**src/rtl/matmul_ctrl.sv**
```systemverilog
// matmul_ctrl: job sequencer for the MAX_DIM x MAX_DIM matrix-multiply PE array.
//
// A job (N, K, M) is accepted in IDLE. The sequencer then:
//   1. clears the PE accumulators (CLEAR, 1 cycle),
//   2. steps K operand feeds into the array (FEED, K cycles),
//   3. flushes the systolic skew (DRAIN, N+M-2 cycles),
//   4. streams the N*M results row-major over a valid/ready handshake (WRITEBACK),
//   5. pulses done_o (DONE, 1 cycle).
// It holds no matrix data. All outputs are registered.
//
// Ports:
//   clk_i        clock, rising edge
//   rst_i        synchronous active-high reset; aborts any job with no done_o
//   start_i      job request, sampled only in IDLE
//   n_dim_i      rows of A
//   k_dim_i      cols of A / rows of B
//   m_dim_i      cols of B
//   busy_o       high in every state except IDLE
//   done_o       one-cycle completion pulse
//   err_o        one-cycle pulse after a start with illegal dimensions
//   pe_clr_o     clear all PE accumulators
//   pe_en_o      advance the array one step (FEED and DRAIN)
//   feed_vld_o   operand column/row valid this step
//   feed_idx_o   k index of the A column / B row to read
//   res_vld_o    result element valid
//   res_ready_i  result buffer accepts element
//   res_row_o    result row index
//   res_col_o    result column index
//   stall_cnt_o  (only with MATMUL_CTRL_PERF_EN) WRITEBACK cycles stalled by res_ready_i=0,
//                saturating; cleared on reset and on job acceptance
//
// Optional feature macro: MATMUL_CTRL_PERF_EN.

module matmul_ctrl #(
  parameter int DATA_WIDTH = 32,
  parameter int BUS_WIDTH  = 64,
  localparam int MAX_DIM   = BUS_WIDTH / DATA_WIDTH,
  localparam int DIM_W     = $clog2(MAX_DIM + 1),
  localparam int IDX_W     = (MAX_DIM > 1) ? $clog2(MAX_DIM) : 1
) (
  input  logic             clk_i,
  input  logic             rst_i,
  input  logic             start_i,
  input  logic [DIM_W-1:0] n_dim_i,
  input  logic [DIM_W-1:0] k_dim_i,
  input  logic [DIM_W-1:0] m_dim_i,
  output logic             busy_o,
  output logic             done_o,
  output logic             err_o,
  output logic             pe_clr_o,
  output logic             pe_en_o,
  output logic             feed_vld_o,
  output logic [IDX_W-1:0] feed_idx_o,
  output logic             res_vld_o,
  input  logic             res_ready_i,
  output logic [IDX_W-1:0] res_row_o,
  output logic [IDX_W-1:0] res_col_o
`ifdef MATMUL_CTRL_PERF_EN
  ,
  output logic [15:0]      stall_cnt_o
`endif
);

  // Step counter is shared by FEED (max K-1) and DRAIN (max 2*MAX_DIM-3).
  localparam int CNT_W = DIM_W + 1;

  localparam logic [2:0] StIdle  = 3'd0;
  localparam logic [2:0] StClear = 3'd1;
  localparam logic [2:0] StFeed  = 3'd2;
  localparam logic [2:0] StDrain = 3'd3;
  localparam logic [2:0] StWb    = 3'd4;
  localparam logic [2:0] StDone  = 3'd5;

  logic [2:0]       state_q, state_d;
  logic [DIM_W-1:0] n_q, n_d, k_q, k_d, m_q, m_d;
  logic [CNT_W-1:0] cnt_q, cnt_d;
  logic [IDX_W-1:0] row_q, row_d, col_q, col_d;
  logic             err_d;
  logic             legal;
  logic [CNT_W-1:0] drain_len;
  logic             beat;

  assign legal = (n_dim_i != '0) && (k_dim_i != '0) && (m_dim_i != '0) &&
                 (n_dim_i <= DIM_W'(MAX_DIM)) && (k_dim_i <= DIM_W'(MAX_DIM)) &&
                 (m_dim_i <= DIM_W'(MAX_DIM));

  // N and M are at least 1 once latched, so this never underflows.
  assign drain_len = CNT_W'(n_q) + CNT_W'(m_q) - CNT_W'(2);

  assign beat = res_vld_o && res_ready_i;

  always_comb begin
    state_d = state_q;
    n_d     = n_q;
    k_d     = k_q;
    m_d     = m_q;
    cnt_d   = cnt_q;
    row_d   = row_q;
    col_d   = col_q;
    err_d   = 1'b0;
    case (state_q)
      StIdle: begin
        if (start_i) begin
          if (legal) begin
            n_d     = n_dim_i;
            k_d     = k_dim_i;
            m_d     = m_dim_i;
            cnt_d   = '0;
            state_d = StClear;
          end else begin
            err_d = 1'b1;
          end
        end
      end
      StClear: begin
        cnt_d   = '0;
        state_d = StFeed;
      end
      StFeed: begin
        if (cnt_q == CNT_W'(k_q) - CNT_W'(1)) begin
          cnt_d   = '0;
          row_d   = '0;
          col_d   = '0;
          state_d = (drain_len != '0) ? StDrain : StWb;
        end else begin
          cnt_d = cnt_q + CNT_W'(1);
        end
      end
      StDrain: begin
        if (cnt_q == drain_len - CNT_W'(1)) begin
          cnt_d   = '0;
          state_d = StWb;
        end else begin
          cnt_d = cnt_q + CNT_W'(1);
        end
      end
      StWb: begin
        if (beat) begin
          if (DIM_W'(col_q) == m_q - DIM_W'(1)) begin
            col_d = '0;
            if (DIM_W'(row_q) == n_q - DIM_W'(1)) begin
              row_d   = '0;
              state_d = StDone;
            end else begin
              row_d = row_q + IDX_W'(1);
            end
          end else begin
            col_d = col_q + IDX_W'(1);
          end
        end
      end
      StDone:  state_d = StIdle;
      default: state_d = StIdle;
    endcase
  end

  // Outputs are decoded from the next state so they come straight out of flops.
  always_ff @(posedge clk_i) begin
    if (rst_i) begin
      state_q    <= StIdle;
      n_q        <= '0;
      k_q        <= '0;
      m_q        <= '0;
      cnt_q      <= '0;
      row_q      <= '0;
      col_q      <= '0;
      busy_o     <= 1'b0;
      done_o     <= 1'b0;
      err_o      <= 1'b0;
      pe_clr_o   <= 1'b0;
      pe_en_o    <= 1'b0;
      feed_vld_o <= 1'b0;
      feed_idx_o <= '0;
      res_vld_o  <= 1'b0;
      res_row_o  <= '0;
      res_col_o  <= '0;
    end else begin
      state_q    <= state_d;
      n_q        <= n_d;
      k_q        <= k_d;
      m_q        <= m_d;
      cnt_q      <= cnt_d;
      row_q      <= row_d;
      col_q      <= col_d;
      busy_o     <= (state_d != StIdle);
      done_o     <= (state_d == StDone);
      err_o      <= err_d;
      pe_clr_o   <= (state_d == StClear);
      pe_en_o    <= (state_d == StFeed) || (state_d == StDrain);
      feed_vld_o <= (state_d == StFeed);
      feed_idx_o <= (state_d == StFeed) ? IDX_W'(cnt_d) : '0;
      res_vld_o  <= (state_d == StWb);
      res_row_o  <= (state_d == StWb) ? row_d : '0;
      res_col_o  <= (state_d == StWb) ? col_d : '0;
    end
  end

`ifdef MATMUL_CTRL_PERF_EN
  logic [15:0] stall_q;

  always_ff @(posedge clk_i) begin
    if (rst_i) begin
      stall_q <= '0;
    end else if ((state_q == StIdle) && (state_d == StClear)) begin
      stall_q <= '0;
    end else if ((state_q == StWb) && res_vld_o && !res_ready_i && (stall_q != 16'hFFFF)) begin
      stall_q <= stall_q + 16'd1;
    end
  end

  assign stall_cnt_o = stall_q;
`endif

endmodule

```
**config.mk**
```make
export PLATFORM = sky130hd
export DESIGN_NAME = matmul_ctrl
export DESIGN_NICKNAME = d
export VERILOG_FILES = /design/src/rtl/matmul_ctrl.sv
export SDC_FILE = /design/constraint.sdc
export NUM_CORES = 1
export LEC_CHECK = 0
export CAP_MARGIN = 20
export CORE_UTILIZATION = 30
export DETAILED_ROUTE_END_ITERATION = 12
export PLACE_DENSITY = 0.59
export SYNTH_ARGS = -nofsm -noshare
export SYNTH_HDL_FRONTEND = slang
export SYNTH_SLANG_ARGS = --single-unit
export TNS_END_PERCENT = 50
```
**constraint.sdc**
```tcl
create_clock -name clk_i -period 4.3 [get_ports clk_i]
set_input_delay 0.86 -clock clk_i [delete_from_list [all_inputs] [get_ports clk_i]]
set_output_delay 0.86 -clock clk_i [all_outputs]
set_load 0.02 [all_outputs]
```
# After elaboration in Yosys (flattened, before gate mapping)
# Cells that the tools add are included.
word_totals:
  input_bits: 10
  ff_bits: 24
  out_inout_bits: 10
classes:
  addsub: 9
  eq_ne: 15
  n_lt_le_gt_ge: 3
  n_reduce_logical: 19
  muxes: 24
  bitwise: 4
ops:
  columns: ["cell", "count"]
  rows:
  - ["3-bit two-way mux", 12]
  - ["3-bit one-hot mux with 5 select lines", 1]
  - ["3-bit by 2-bit equality test with 1-bit output (second input constant)", 4]
  - ["3-bit one-hot mux with 4 select lines", 1]
  - ["3-bit equality test (second input constant)", 3]
  - ["1-bit two-way mux", 8]
  - ["3-bit by 1-bit equality test with 1-bit output (second input constant)", 2]
  - ["3-bit equality test", 2]
  - ["2-bit <= comparator (second input constant)", 3]
  - ["1-bit logical AND", 6]
  - ["3-bit AND reduction", 2]
  - ["2-bit nonzero test", 3]
  - ["3-bit nonzero test", 2]
  - ["1-bit by 2-bit equality test with 1-bit output", 2]
  - ["2-bit != test (second input constant)", 2]
  - ["1-bit inverter", 4]
  - ["1-bit one-hot mux with 2 select lines", 2]
  - ["4-bit nonzero test", 1]
  - ["2-bit OR reduction", 2]
  - ["2-bit by 1-bit subtractor with 2-bit output (second input constant)", 2]
  - ["2-bit by 2-bit adder with 3-bit output", 1]
  - ["3-bit by 1-bit adder with 3-bit output (second input constant)", 1]
  - ["3-bit logical NOT", 1]
  - ["3-bit OR reduction", 1]
  - ["other kinds (5)", 6]

# Longest topological paths before layout
# Gate-level depths: netlist of the first run.
depth:
  ltp_word: 12
  ltp_mapped: 11

# Worst setup path after synthesis of the first run
# No wires, ideal clock.
synth_timing:
  path_type: "register to register"
  startpoint: "register m_q[1]"
  endpoint: "register busy_o"
  stages_incl_launch_ff: 12
  arrival_ns: 2.097
  n_path_buf: 0
  required_ns: 4.165
  slack_ns: 2.068
  cell_sequence: "dfxtp_1 > inv_1 > ha_1 > inv_1 > ha_1 > inv_1 > ha_1 > xnor2_1 > xnor2_1 > a21oi_1 > o31ai_1 > nand3_1"
synth_via:
  elab_chain_cells: 7
synth_rtl:
  columns: ["element", "line", "text"]
  rows:
  - ["start: declaration", "75", "logic [DIM_W-1:0] n_q, n_d, k_q, k_d, m_q, m_d;"]
  - ["start signal: assignment", "181", "m_q <= m_d;"]
  - ["2-bit by 2-bit adder with 3-bit output", "88", "assign drain_len = CNT_W'(n_q) + CNT_W'(m_q) - CNT_W'(2);"]
  - ["3-bit by 2-bit subtractor with 3-bit output", "88", null]
  - ["3-bit by 1-bit subtractor with 3-bit output / 3-bit nonzero test (equally long branches)", "130, 124", null]
  - ["3-bit equality test / 3-bit two-way mux (equally long branches)", "130, 124", null]
  - ["3-bit two-way mux, on equally long branches", "130, 120", null]
  - ["3-bit one-hot mux with 5 select lines (*)", "101", "case (state_q)"]
  - ["3-bit nonzero test (*)", "185", "busy_o <= (state_d != StIdle);"]
  - ["end signal: assignment", "185", null]
  - ["end: declaration", "47", "output logic busy_o,"]
# Every way passes the cells marked *; elsewhere a longest branch is shown, timed or not.
# A chain may end at the register's enable or synchronous reset.

# Final worst setup path of the first run
# Same ends and word-level chain as after synthesis.

==> results of run 1 <==
==> worst max-delay path by stage <==
| stage | to | depth (start not counted) | start | slack (ps) |
|---|---|---|---|---|
| 3_5_place_dp | busy_o$_SDFF_PP0_ | 6 | n_dim_i[1] | 1550 |
| 2_1_floorplan | busy_o$_SDFF_PP0_ | 11 | m_q[1]$_SDFFE_PP0P_ | 2070 |
| 3_3_place_gp | busy_o$_SDFF_PP0_ | 6 | n_dim_i[1] | 1590 |
| 5_1_grt | busy_o$_SDFF_PP0_ | 11 | m_q[1]$_SDFFE_PP0P_ | 1510 |
| 4_1_cts | busy_o$_SDFF_PP0_ | 11 | m_q[1]$_SDFFE_PP0P_ | 1780 |
| 6_report | busy_o$_SDFF_PP0_ | 11 | m_q[1]$_SDFFE_PP0P_ | 1780 |
==> layout make-up <==
| cell class | count | area [µm²] |
|---|---|---|
| clock buffer | 3 | 41.3 |
| clock inverter | 1 | 30.0 |
| fill | 383 | 2250 |
| inverter | 15 | 56.3 |
| multi-input combinational | 94 | 658 |
| sequential | 24 | 480 |
| tap | 48 | 60.1 |
| timing repair buffer | 19 | 190 |
==> per-stage QoR <==
step           utilization [%]  hold WS [ps]  worst slack [ps]  cells
3_5_place_dp              38.3           509              1550    200
4_1_cts                   40.2           531              1780    204
5_1_grt                   40.2           572              1510    204
3_3_place_gp              38.3           490              1590    200
2_1_floorplan                -           460              2070    137
6_report                  40.2           516              1780    204
==> cell usage in the layout, fill, tap and decap left out, drive strengths merged, types with 2 or more instances in the layout <==
| master | count |
|---|---|
| inv | 15 |
| nor3b | 3 |
| ha | 7 |
| nand2 | 5 |
| dfxtp | 24 |
| a211oi | 4 |
| xor2 | 4 |
| and3b | 2 |
| nand3b | 2 |
| a31oi | 2 |
| o31ai | 2 |
| nor2 | 19 |
| a21oi | 10 |
| o21ai | 3 |
| xnor2 | 8 |
| a21o | 2 |
| clkdlybuf4s50 | 19 |
| nor3 | 2 |
| clkbuf | 3 |
| mux2i | 2 |
==> layer usage <==
metal / track usage (%) / part of all wire [%]
met4: 3.26 / 0.59
met2: 21.3 / 47
met3: 2.24 / 2.5
met1: 16.1 / 50
met5: 0 / 0
==> tightest hold or removal path, delay by kind of cell (launching register included) <==
| kind | cells | cell delay [ps] |
|---|---|---|
| flip-flops | 1 | 340 |
| AND/OR/NAND/NOR | 1 | 80 |
| multiplexers | 1 | 70 |
==> power breakdown <==
part | internal [mW] | switching [mW] | total [mW]
clock | 0.124 | 0.0727 | 0.197
combinational | 0.0302 | 0.0333 | 0.0635
sequential | 0.228 | 0.00551 | 0.234
total | 0.383 | 0.112 | 0.494
==> state kept, by name (all words and copies together), names as in the netlist <==
name and count:
cnt_q 3, state_q 3, k_q 2, m_q 2, n_q 2, busy_o 1, col_q 1, done_o 1
err_o 1, feed_idx_o 1, feed_vld_o 1, pe_clr_o 1, pe_en_o 1, res_col_o 1, res_row_o 1, res_vld_o 1
row_q 1
==> cells by family after synthesis <==
group	count (synthesis)	share of synthesized area [%]
adder cells (fa/ha/maj)	7	7.18
multiplexers	3	2.56
AO/OA/AOI/OAI	29	15.4
XOR/XNOR	12	8.62
AND/OR/NAND/NOR	43	20.2
flip-flops	24	39.4
buffers and inverters	19	6.67
==> metrics, run 1 <==
f_max between 0.3 and 0.4 GHz; worst r2r src m_q[1]$_SDFFE_PP0P_; Nets between 150 and 200; Primary FF master, synth dfxtp_1; # diodes 0; average size of a mapped cell 8.90 µm²; Final ANT Viol Nets 0; worst slew pin tran just under 600 ps; Final TNS setup 0 ps; Commonest cells post-synth dfxtp_1 (24), nor2_1 (19), inv_1 (15); Synthesis Warnings 0; Post-synth EDFFs 0; status finished, final reports clean; TritonCTS clock tree yes; CORE AREA between 3000 and 4000 µm²; DRC viols 0; Clock Root Buffer clkbuf_8; Die ar. roughly 4300 µm²; top cells by area, synth dfxtp_1 (39%), ha_1 (7.2%), nor2_1 (5.8%), xnor2_1 (5.7%), inv_1 (4.6%); initial core utilization 32.3%; CP Launch Type flop; Crit-path slowest cell o31ai_1; Max H-tree Level 1; crit path capture type flop; Layout area overhead 24.3%; Port Buf Inserts 19; post_cts resized 0; Cells on Worst Hold Path 2; Die Y-Extent 65.8 µm; mean number of vias per cell 4.73; Synth top area share 39.4%; hold buffer count at cts 0; most frequent cell after synthesis dfxtp_1; slew margin rel. about 60%; RSZ-0062 raised after global routing no; GR Overflow Total 0; slowest stage delay, CP roughly 400 ps; Tcrit/Tclk final between 50% and 60%; worst path cell trace inv_1 > ha_1 > inv_1 > ha_1 > inv_1 > ha_1 > xnor2_1 > xnor2_1 > a21oi_1 > o31ai_1 > nand3_1; final setup fails 0; Post-CTS Setup Repair Bufs 0; Worst EP arrival ~2700 ps; largest net degree at the start of global routing 16; FF-to-FF setup slack 1780 ps; # rows 22; First-pass DRT Iterations 4; TritonCTS buffer count 3; first-pass GRT wire length around 4.2 mm; MaxCap Viol Count 0; initial antenna violation count 0; crit path kind flop to flop; fin crit period 2520 ps; Power Density 326 nW/µm²; cell count after synthesis between 100 and 150; total track usage ~13%; clock latency on the worst-skew pair approximately 260 ps; GPL Wtd Cong roughly 0.77; layout cells sized above 1 under 10%; CP required 4440 ps; hpwl dp approximately 1.9 mm; vias in the first global route ~940; final setup skew around 4 ps; Mapped Area between 1000 and 1500 µm²; Post-DP Area around 1400 µm²; Final Hold Fails 0; sequential fraction of the synthesis area 39.4%; Max IR drop VDD 0.122 mV; CP delay by family, top adder cells; Vias 965; Max Slew Vio Count 0; Netlist cell types just over 40; final instance area approximately 1500 µm²; Hold Startpoint k_q[1]$_SDFFE_PP0P_; Die Wd about 66 µm; Synth async-reset ratio 0%; clk slew on worst S/H paths 90 ps; Iter 0 DRT Violations 21; area leader, netlist dfxtp_1; crit path max fanout 4; Register-to-Register Path Depth 11; WP buf/inv 3; Crit Reg-Reg Endpoint busy_o$_SDFF_PP0_; #FFs+latches synth 24; syn nets 154; Hold Path End k_q[1]$_SDFFE_PP0P_; Leak around 0.61 nW; routed wire length per instance about 12 µm; clk buf depth 2; Tot Pwr just under 0.5 mW; Min-Delay Path Class flop to flop; CTS Sinks 24; num ports 20; Total Wirelength about 2.4 mm
Note: power is estimated with default switching activity, not from simulation.
==> run 2, diff against run 1 <==
Clock period 4.3 ns to 2.4 ns, I/O delays scaled along.
==> run 2 against run 1 <==
Effect of this change: clock power rose by 16%; register-to-register slack got worse by 1700 ps; highest routed layer unchanged; clock-buffer cell count stayed put; global-route usage is 0.054 points lower; core utilization increased by 0.96 points; sequential cell count did not move; sequential power increased by 79%; combinational power rose by 98%.
==> metrics, run 2 (synthesis results as in run 1) <==
status finished, final reports clean; Iter 0 DRT Violations 35; WP buf/inv 3; CTS Sinks 24; initial core utilization roughly 32%; FILL cells 375; most frequent cells in the layout dfxtp_1 (22), nor2_1 (19), clkdlybuf4s50_1 (19), inv_1 (14), a21oi_1 (9); TritonCTS buffer count 3; Vias 1016; Max IR drop VDD ~0.17 mV; worst slew pin tran just under 500 ps; f_max about 0.43 GHz; crit path kind flop to flop; crit path capture type flop; Worst EP arrival between 2000 and 3000 ps; MaxCap Viol Count 0; Power Density between 400 and 500 nW/µm²; slowest stage delay, CP around 360 ps; # diodes 0; routed wire length per instance between 10 and 15 µm; leading cell type in the layout, fill and taps excluded dfxtp_1; first-pass GRT wire length around 4.2 mm; Max H-tree Level 1; vias in the first global route 964; Port Buf Inserts 19; Die ar. around 4300 µm²; hpwl dp roughly 1.9 mm; initial antenna violation count 0; RSZ-0062 raised after global routing yes; Min-Delay Path Class flop to flop; fin crit period 2330 ps; Die Y-Extent 65.8 µm; total track usage between 10% and 20%; Hold Startpoint k_q[1]$_SDFFE_PP0P_; # rows 22; num ports 20; Post-DP Area roughly 1500 µm²; Die Wd about 66 µm; DRC viols 0; top sig layer met4; Nets ~180; crit path from m_q[1]$_SDFFE_PP0P_; Clock Root Buffer clkbuf_8; final setup fails 0; Layout area overhead 27.3%; crit path max fanout 6; worst path cell trace inv_2 > ha_1 > inv_1 > ha_1 > inv_1 > ha_2 > xnor2_1 > nor2_1 > a31oi_1 > nand3b_4 > nor4_2; GPL Wtd Cong approximately 0.8; final setup skew 6.28 ps; CP delay by family, top adder cells; slew margin rel. between 60% and 70%; final instance area 1550 µm²; Max Slew Vio Count 0; WL met3 147 µm; Cells after DPL 203; Final Hold Fails 0; clk buf depth 2; Tcrit/Tclk final 97.0%; CP Launch Type flop; Leak approximately 0.63 nW; First-pass DRT Iterations 4; WL met2 between 1 and 1.5 mm; clock latency on the worst-skew pair 260 ps; largest net degree at the start of global routing 15; CP required approximately 2600 ps; CORE AREA roughly 3800 µm²; worst r2r src m_q[1]$_SDFFE_PP0P_; M1 wire length between 1 and 1.5 mm; TritonCTS clock tree yes; Final TNS setup 0 ps; Final ANT Viol Nets 0; layout cells sized above 1 a little over an eighth; Crit-path slowest cell dfxtp_2; Largest regs cnt_q (3), state_q (3); fin cells 207; mean number of vias per cell ~4.9; GR Overflow Total 0; clk slew on worst S/H paths around 80 ps; Total Wirelength roughly 2.4 mm
[run 2: cell types whose count changed in the layout (fill, tap and decap cells not counted), sizes merged]
cell	delta
buf	+4
bufinv	-1
[run 2: area by class of cell]
class	count	area, µm²	share of cell area, %
inverters	15	56.3	3.63
well taps	48	60.1	3.87
repair buffers	23	220	14.2
clock buffers	3	41.3	2.66
flip-flops and latches	24	483	31.1
multi-input cells	94	692	44.6
[run 2: worst register-to-register path, cell delays in order (launching register included)]
cell and delay (ps):
dfxtp_2 360, inv_2 50, ha_1 260, inv_1 40, ha_1 270, inv_1 80, ha_2 270, xnor2_1 140
nor2_1 180, a31oi_1 110, nand3b_4 200, nor4_2 290
[run 2: power breakdown]
group	leakage, nW	total (mW)	switching, mW	internal, mW
Combinational	0.409	0.126	0.0644	0.0613
Sequential	0.195	0.419	0.00949	0.409
Clock	0.0216	0.228	0.116	0.112
[run 2: per-layer routing]
| metal | GRT usage (%) | up-vias |
|---|---|---|
| met3 | 2.59 | 7 |
| met2 | 19.6 | 27 |
| met4 | 5.71 | 0 |
| met1 | 16.1 | 469 |
| met5 | 0 | - |
| li1 | - | 513 |
[run 2: path summary, 6_finish.rpt]
kind	end	slack [ps]	cells past startpoint
max	res_vld_o$_SDFF_PP0_	70	11
min	k_q[1]$_SDFFE_PP0P_	510	2
max reg2reg	res_vld_o$_SDFF_PP0_	70	11
min reg2reg	k_q[1]$_SDFFE_PP0P_	510	2
[run 2: metrics by stage]
| stage | setup slack, ps | util [%] | power, mW | hold WS (ps) |
|---|---|---|---|---|
| after CTS | 53.8 | 40.5 | 0.782 | 515 |
| after floorplan | 168 | - | 0.501 | 460 |
| after global placement | 25.5 | 38.9 | 0.546 | 484 |
| after global routing | -72.5 | 41.2 | 0.822 | 564 |
| final | 72.4 | 41.2 | 0.773 | 507 |
| after detailed placement | -2.66 | 38.9 | 0.548 | 495 |
[run 2: what timing repair did]
action	4_1_cts	5_1_grt
hold buffers	0	0
endpoints found under the hold margin	0	0
setup buffers	0	1
setup endpoints to repair	2	11
resized for setup	3	6
pin swaps	0	5
